`src/rtl/regfile_pkg.sv`:
```
// Shared types and constants for the register-file write path.
// A buffered write is a destination register index plus its result data.
package regfile_pkg;

   localparam int DATA_WIDTH = 16;
   localparam int ADDR_WIDTH = 2;
   localparam int NUM_REGS   = 2 ** ADDR_WIDTH;

   typedef struct packed {
      logic [ADDR_WIDTH-1:0] rf_reg;
      logic [DATA_WIDTH-1:0] data;
   } wb_entry_t;

   localparam logic GNT_S0 = 1'b0;
   localparam logic GNT_S1 = 1'b1;

   function automatic logic [NUM_REGS-1:0] reg_onehot(input logic [ADDR_WIDTH-1:0] r);
      logic [NUM_REGS-1:0] v;
      v    = '0;
      v[r] = 1'b1;
      return v;
   endfunction

endpackage

```
`src/rtl/wb_fifo.sv`:
```
// Small synchronous FIFO of pending register writes.
// Also reports which registers are targeted by the entries it currently holds.
module wb_fifo
   import regfile_pkg::*;
#(
   parameter int DEPTH = 2
) (
   input  logic                clk,
   input  logic                rst,
   input  logic                push,
   input  logic                pop,
   input  wb_entry_t           din,
   output logic                full,
   output logic                empty,
   output wb_entry_t           head,
   output logic [NUM_REGS-1:0] valid_regs
);

   localparam int PW = $clog2(DEPTH);
   localparam int CW = PW + 1;

   wb_entry_t     mem [DEPTH];
   logic [PW-1:0] wr_ptr;
   logic [PW-1:0] rd_ptr;
   logic [CW-1:0] count;
   logic [PW-1:0] offs;
   logic          do_push;
   logic          do_pop;

   assign full    = (count == CW'(DEPTH));
   assign empty   = (count == '0);
   assign do_push = push && !full;
   assign do_pop  = pop && !empty;
   assign head    = mem[rd_ptr];

   always_ff @(posedge clk) begin
      if (rst) begin
         wr_ptr <= '0;
         rd_ptr <= '0;
         count  <= '0;
      end else begin
         if (do_push) wr_ptr <= wr_ptr + 1'b1;
         if (do_pop)  rd_ptr <= rd_ptr + 1'b1;
         case ({do_push, do_pop})
            2'b10:   count <= count + 1'b1;
            2'b01:   count <= count - 1'b1;
            default: count <= count;
         endcase
      end
   end

   // Storage needs no reset: occupancy alone decides what is valid.
   always_ff @(posedge clk) begin
      if (do_push && !rst) mem[wr_ptr] <= din;
   end

   always_comb begin
      valid_regs = '0;
      offs       = '0;
      for (int i = 0; i < DEPTH; i++) begin
         offs = PW'(i) - rd_ptr;
         if ({1'b0, offs} < count) valid_regs[mem[i].rf_reg] = 1'b1;
      end
   end

endmodule

```
`src/rtl/regfile_write_arbiter.sv`:
```
// Drains two buffered producers (ALU, load/mem) round-robin into the single RF write port
// and publishes a per-register pending vector for issue-stage stalling.
module regfile_write_arbiter
   import regfile_pkg::*;
#(
   parameter int DEPTH = 2
) (
   input  logic                  clk,
   input  logic                  rst,
   input  logic                  s0_valid,
   output logic                  s0_ready,
   input  logic [ADDR_WIDTH-1:0] s0_reg,
   input  logic [DATA_WIDTH-1:0] s0_data,
   input  logic                  s1_valid,
   output logic                  s1_ready,
   input  logic [ADDR_WIDTH-1:0] s1_reg,
   input  logic [DATA_WIDTH-1:0] s1_data,
   output logic [ADDR_WIDTH-1:0] writeRegister,
   output logic                  writeEnable,
   output logic [DATA_WIDTH-1:0] writeData,
   output logic [NUM_REGS-1:0]   pending,
   output logic                  idle
);

   wb_entry_t             head0, head1, gnt_head;
   logic                  full0, full1, empty0, empty1;
   logic [NUM_REGS-1:0]   vregs0, vregs1;
   logic                  gnt_vld;
   logic                  gnt_sel;
   logic                  last_grant;

   wb_fifo #(.DEPTH(DEPTH)) u_fifo0 (
      .clk        (clk),
      .rst        (rst),
      .push       (s0_valid),
      .pop        (gnt_vld && (gnt_sel == GNT_S0)),
      .din        ('{rf_reg: s0_reg, data: s0_data}),
      .full       (full0),
      .empty      (empty0),
      .head       (head0),
      .valid_regs (vregs0)
   );

   wb_fifo #(.DEPTH(DEPTH)) u_fifo1 (
      .clk        (clk),
      .rst        (rst),
      .push       (s1_valid),
      .pop        (gnt_vld && (gnt_sel == GNT_S1)),
      .din        ('{rf_reg: s1_reg, data: s1_data}),
      .full       (full1),
      .empty      (empty1),
      .head       (head1),
      .valid_regs (vregs1)
   );

   // Ready comes from occupancy only, so no valid->ready path exists.
   assign s0_ready = !full0;
   assign s1_ready = !full1;

   always_comb begin
      gnt_vld = !empty0 || !empty1;
      gnt_sel = GNT_S0;
      if (!empty0 && !empty1) begin
         gnt_sel = (last_grant == GNT_S0) ? GNT_S1 : GNT_S0;
      end else if (!empty1) begin
         gnt_sel = GNT_S1;
      end
   end

   assign gnt_head = (gnt_sel == GNT_S0) ? head0 : head1;

   always_ff @(posedge clk) begin
      if (rst) begin
         writeEnable   <= 1'b0;
         writeRegister <= '0;
         writeData     <= '0;
         last_grant    <= GNT_S1;
      end else begin
         writeEnable <= gnt_vld;
         if (gnt_vld) begin
            writeRegister <= gnt_head.rf_reg;
            writeData     <= gnt_head.data;
            last_grant    <= gnt_sel;
         end
      end
   end

   assign pending = vregs0 | vregs1 | (writeEnable ? reg_onehot(writeRegister) : '0);
   assign idle    = empty0 && empty1 && !writeEnable;

endmodule

```
`config.mk`:
```
export PLATFORM = sky130hd
export DESIGN_NAME = regfile_write_arbiter
export DESIGN_NICKNAME = d
export VERILOG_FILES = /design/src/rtl/regfile_pkg.sv /design/src/rtl/wb_fifo.sv /design/src/rtl/regfile_write_arbiter.sv
export SDC_FILE = /design/constraint.sdc
export NUM_CORES = 1
export LEC_CHECK = 0
export CAP_MARGIN = 20
export CORE_MARGIN = 2
export CORE_UTILIZATION = 45
export CTS_BUF_LIST = sky130_fd_sc_hd__clkbuf_8
export DETAILED_ROUTE_END_ITERATION = 8
export DONT_BUFFER_PORTS = 1
export SLEW_MARGIN = 20
export SYNTH_ARGS = -nofsm -noshare
export SYNTH_HDL_FRONTEND = slang
export SYNTH_SLANG_ARGS = --single-unit
```
`constraint.sdc`:
```
create_clock -name clk -period 3.2 [get_ports clk]
set_input_delay 0.48 -clock clk [delete_from_list [all_inputs] [get_ports clk]]
set_output_delay 0.48 -clock clk [all_outputs]
set_load 0.005 [all_outputs]
```
### After elaboration in Yosys (flattened, before gate mapping)

Memory sizes are Yosys's and may differ from the RTL's. A register that Yosys moved wholly into a read port is not among the register bits.
Index checks and enable logic that the tools add are counted.

| word-level totals | value |
|---|---|
| bits in registers | 28 |
| bits in writable memories | 72 |
| input port bits | 40 |
| output and inout bits | 26 |
| logic and storage cells | 105 |
| memories kept | 2 |

Memory list:

| memory | words | bits a word | read ports | clocked after memory_dff | write ports | line | text |
|---|---|---|---|---|---|---|---|
| u_fifo0.mem | 2 | 18 | 3 | 1 | 1 | wb_fifo.sv:22 | `wb_entry_t mem [DEPTH];` |
| u_fifo1.mem | 2 | 18 | 3 | 1 | 1 | wb_fifo.sv:22 |  |

| operators by class | value |
|---|---|
| add/subtract/negate cells | 12 |
| magnitude comparators | 14 |
| equality and inequality tests | 6 |
| mux-type cells | 29 |
| bitwise operators | 5 |
| reductions and logical operators | 27 |

Operator list:

| operator | number |
|---|---|
| $mux W4 | 5 |
| $mux W18 | 1 |
| $logic_and A1 B1 Y1 | 16 |
| $mux W1 | 16 |
| $or A4 B4 Y4 | 4 |
| $lt A2 B3 Y1 const B | 5 |
| $demux W1 S2 | 5 |
| $ge A2 B1 Y1 const B | 5 |
| $eq A2 B2 Y1 const B | 4 |
| $lt A1 B2 Y1 | 4 |
| $pmux W2 S2 | 2 |
| $logic_not A1 Y1 | 6 |
| $add A1 B1 Y1 const B | 4 |
| $add A2 B1 Y2 const B | 2 |
| $eq A2 B1 Y1 const B | 2 |
| $logic_not A2 Y1 | 2 |
| $reduce_bool A2 Y1 | 2 |
| $sub A1 B1 Y1 const A | 4 |
| $sub A2 B1 Y2 const B | 2 |
| $logic_or A1 B1 Y1 | 1 |
| $not A1 Y1 | 1 |

### Depth between registers and ports, before layout

| logic depth | value |
|---|---|
| depth after elaboration | 9 |
| mapped depth | 9 |
| mapped depth without buffers | 7 |

### By module

Synthesis repeated with hierarchy kept, for this count alone.

| unflattened totals | value |
|---|---|
| cell total of the unflattened synthesis | 271 |
| area total of the unflattened synthesis | 4,073.9 um2 |

By module, submodules not included:

| module | instances | cells an instance | area an instance (um2) | seq. area each (um2) |
|---|---|---|---|---|
| wb_fifo at u_fifo0 | 1 | 96 | 1,594.0 | 1,181.1 |
| wb_fifo at u_fifo1 | 1 | 96 | 1,591.5 | 1,181.1 |
| regfile_write_arbiter | 1 | 79 | 888.4 | 400.4 |

### Least setup slack after synthesis

Ideal clock, no wire load.

| timing path | value |
|---|---|
| path type | register to register |
| from | register u_fifo1.count[0] |
| to | memory u_fifo1.mem[1][0] (netlist bit) (enable) |
| setup time | 0.420 ns |
| arrival time | 2.137 ns |
| required time | 2.780 ns |
| path slack | 0.643 ns |
| stages on the path, launching flop included | 5 |
| path buffers | 1 |
| clock period less this slack | 2.557 ns |
| path through | dfxtp_1 -> buf_2 -> nand2b_1 -> nand2_1 -> nor3b_1 |

| between the ends | value |
|---|---|
| longest elaborated chain between the ends | 6 |

RTL lines:

| item | line | text |
|---|---|---|
| start, declared | wb_fifo.sv:25 | `logic [CW-1:0] count;` |
| start signal, assigned | wb_fifo.sv:45 | `2'b10: count <= count + 1'b1;` |
| start signal, assigned | wb_fifo.sv:46 | `2'b01: count <= count - 1'b1;` |
| start signal, assigned | wb_fifo.sv:47 | `default: count <= count;` |
| $eq A2 B2 Y1 | wb_fifo.sv:30 | `assign full = (count == CW'(DEPTH));` |
| $logic_not A1 Y1 | n/a |  |
| named net s1_ready | regfile_write_arbiter.sv:15 | `output logic s1_ready,` |
| $logic_and A1 B1 Y1 | wb_fifo.sv:32 | `assign do_push = push && !full;` |
| $logic_and A1 B1 Y1 | wb_fifo.sv:54 | `if (do_push && !rst) mem[wr_ptr] <= din;` |
| $mux W1 | wb_fifo.sv:54 |  |
| $mux W1 (implied by the code) | wb_fifo.sv:54 |  |
| end, declared | wb_fifo.sv:22 |  |

The timed path passes the listed nets, and every way through them passes these cells.

### Worst setup path in the final report

| timing path | value |
|---|---|
| from | register u_fifo0.count[0] |
| to | output pending[0] |

| between the ends | value |
|---|---|
| longest elaborated chain between the ends | 6 |
| elaborated cells between the ends (all ways) | 7 |
| those cells by class | 2 x order compare; 2 x mux; 3 x bitwise |

RTL lines:

| item | line | text |
|---|---|---|
| start, declared | wb_fifo.sv:25 |  |
| start signal, assigned | wb_fifo.sv:45 |  |
| start signal, assigned | wb_fifo.sv:46 |  |
| start signal, assigned | wb_fifo.sv:47 |  |
| $lt A1 B2 Y1 | wb_fifo.sv:62 | `if ({1'b0, offs} < count) valid_regs[mem[i].rf_reg] = 1'b1;` |
| $mux W4 | wb_fifo.sv:62 |  |
| $or A4 B4 Y4 (no line) | n/a |  |
| $mux W4 (*) | wb_fifo.sv:62 |  |
| $or A4 B4 Y4 (*) (2 in series) | regfile_write_arbiter.sv:88 | `assign pending = vregs0 \| vregs1 \| (writeEnable ? reg_onehot(writeRegister) : '0);` |
| end, declared | regfile_write_arbiter.sv:21 | `output logic [NUM_REGS-1:0] pending,` |

Mark *: on every way between the ends. The rest lies on a longest branch, timed or not.

==> qor.csv <==
stage;metric;value;unit
timing;# setup viols final;0;
logic_synthesis;post-synthesis simple-gate area fraction;10.6;%
logic_synthesis;mapped cell area;4150;um^2
clock_network;# hold bufs at CTS;0;
place;Port Buffers;0;
final_layout;share of layout cells above drive strength 1;17.6;%
worst_setup_path;CP required;2720;ps
logic_synthesis;compound-gate portion of the synthesized area;13.4;%
worst_setup_path;critical-path maximum fanout;7;
logic_synthesis;Synth Area in XOR/XNOR;1.69;%
worst_setup_path;WP data arrival;1790;ps
worst_setup_path;Setup crit start kind;flip-flop;
logic_synthesis;Synth warnings;0;
route;drt pass-1 iters;4;
logic_synthesis;Post-synth EDFFs;72;
clock_network;Post-CTS Setup Bufs;0;
clock_network;worst skew pair latency;360;ps
clock_network;htree depth;3;
logic_synthesis;Synth Instances;286;
route;Residual DRC;0;
logic_synthesis;mux cell area share after synthesis;4.35;%
grt;largest net degree at the start of global routing;35;
place;gpl congestion;0.860;
logic_synthesis;Synth area leaders;edfxtp_1 (52%), dfxtp_1 (14%), a2111oi_2 (6.5%);
grt;initial antenna violation count;0;
logic_synthesis;Post-Synth Adder-Cell Area;0.604;%
logic_synthesis;register area share after synthesis;66.6;%
worst_setup_path;worst setup path class;flip-flop to output port;
worst_setup_path;Worst R2R Start;u_fifo1.count[1];
logic_synthesis;largest family of logic cells by synthesized area;compound AO/OA/AOI/OAI gates;
clock_network;clock root cell;clkbuf_8;
route;wire per inst;19.8;um
place;hpwl dp;5.39;mm
timing;worst slew pin tran;855;ps
logic_synthesis;Synth cell types;39;
final_layout;FF/Latch Area;2760;um^2
logic_synthesis;post-synth top area cell;edfxtp_1;
place;Setup WS pre-CTS;973;ps
worst_setup_path;Buf/Inv on CP;0;
clock_network;clk slew on worst S/H paths;100;ps
final_layout;number of fill cells;788;
logic_synthesis;Syn Nets;328;
timing;Clock Skew;14.9;ps
min_path;min-delay worst type;primary input to flip-flop;
floorplanning;die area;10000;um^2
flow_run;reported max-cap violation count;0;
floorplanning;die width;100;um
route;via count;2297;
grt;vias in the first global route;2189;
clock_network;# clock sinks;102;
worst_setup_path;crit-path cells;nor2b_1 -> or2_1 -> nor3b_1 -> or4_1;
clock_network;CTS tree;done;
route;routed vias/inst;5.64;
final_layout;Area growth, synth to finish;8.09;%
route;Detail Route Antenna Nets;0;
status;status;finished, final reports clean;
floorplanning;core region area;9060;um^2
final_layout;commonest non-fill, non-tap cell in the layout;edfxtp_1;
worst_setup_path;slowest stage cell on the critical path;or4_1;
worst_setup_path;Setup crit start;u_fifo0.count[0];
timing;final hold vios;0;
timing;setup TNS;0;ps
timing;unrepaired setup endpoints after global routing;no;
final_layout;commonest non-fill, non-tap cells in the layout;edfxtp_1 (72), nor2_1 (33), dfxtp_1 (30);
final_layout;diode count;0;
floorplanning;num rows;35;
logic_synthesis;#FFs+latches synth;102;
timing;max-slew violations;0;
worst_setup_path;largest stage delay on the critical path;500;ps
power_and_ir_drop;Pwr Density;875;nW/um^2
final_layout;footprint of the multi-input gates;1300;um^2
route;initial drt markers;106;
timing;Fmax;441;MHz
floorplanning;Initial Util;45.7;%
final_layout;fin nets;333;
timing;Final Critical Period;2270;ps
timing;period utilization;70.8;%
min_path;hold_sp;rst;
logic_synthesis;async set-reset flop share out of synthesis;0;%
clock_network;Resize count post-CTS;0;
timing;Final Worst Setup Slack;933;ps
grt;Total Routing Usage GR;16.4;%
grt;Overflow after GRT;0;
logic_synthesis;ys flop type;edfxtp_1;
worst_setup_path;CP endpoint kind;output port;
power_and_ir_drop;leakage;1.45;nW
clock_network;CTS buffer count;9;
power_and_ir_drop;Worst VDD drop;0.380;mV
grt;first-pass GRT wire length;12.1;mm
logic_synthesis;share of the synthesized area in the top cell type;52.2;%
worst_setup_path;kind of cell adding the most delay to the critical path;simple AND/OR/NAND/NOR gates;
floorplanning;Die Y;100;um
logic_synthesis;syn avg cell area;14.5;um^2
floorplanning;I/O pin count;66;
clock_network;buffers from clock root to sink, at most;2;
route;Post-Route WL;8.05;mm
timing;Slew headroom;42.9;%
==> cells in the mapped netlist (all sizes together), types with 3 or more instances <==
cell type   n
edfxtp     72
a2111oi    36
nor2       33
dfxtp      30
nor2b      20
mux2i      18
buf        10
clkbuf      7
a21oi       5
nand2       5
nor3        5
xor2        5
nor3b       4
o21ai       4
nand2b      3
or3         3
xnor2       3
==> cells by family after synthesis <==
kind of cell	count (synthesis)
AOI/OAI and AO/OA	54
and+or+nand+nor	83
DFF	102
adders and majority gates	2
buffers and inverters	19
xor gates and xnor gates	8
muxes	18
==> metrics by stage <==
stage | hold WS (ps) | util [%] | std cells | total power [mW] | cell area (um^2)
floorplan | 474 | - | 286 | 2.92 | 4150
global placement | 518 | 47.3 | 391 | 3.17 | 4290
detailed placement | 520 | 47.3 | 391 | 3.20 | 4290
CTS | 168 | 49.4 | 407 | 3.96 | 4480
global route | 149 | 49.4 | 407 | 4.16 | 4480
finish | 195 | 49.4 | 407 | 3.92 | 4480
==> worst paths after layout <==
path | end | slack [ps] | cells past startpoint
worst min register to register | writeData[12] | 530 | 2
worst max register to register | writeData[0] | 970 | 5
worst min-delay path | writeData[10] | 190 | 1
worst max-delay path | pending[0] | 930 | 4
==> report_power, final <==
| group | internal (mW) | switching (mW) |
|---|---|---|
| clock | 0.317 | 0.438 |
| combinational | 0.521 | 0.755 |
| sequential | 1.65 | 0.241 |
| total | 2.48 | 1.43 |
==> cell type report <==
class	count	area share (%)
clock buffers	10	3.07
well taps	111	3.10
multi-input cells	165	29.0
clock inverters	6	1.14
inverters	2	0.168
flip-flops and latches	102	61.7
repair buffers	11	1.84
==> metal layers <==
metal	global-route usage (%)	vias up	share of wire [%]
met5	0	-	0
met4	4.95	0	1.3
met2	26.4	70	48
li1	-	1116	-
met1	19.9	1103	42
met3	7.59	8	8.4
==> registers in the layout, summed over array words and instances, names as in the netlist, 2 cells and up, named ones only <==
register and count:
u_fifo0.mem 36, u_fifo1.mem 36, u_fifo0.count 2, u_fifo1.count 2
writeData 16, writeRegister 2
==> worst reg2reg max path: stages (launching register included) <==
cell	delay [ps]
dfxtp_1	560
nor2_1	170
a21oi_4	410
buf_4	440
a2111oi_0	130
a2111oi_1	390
(Power assumes the default switching activity.)
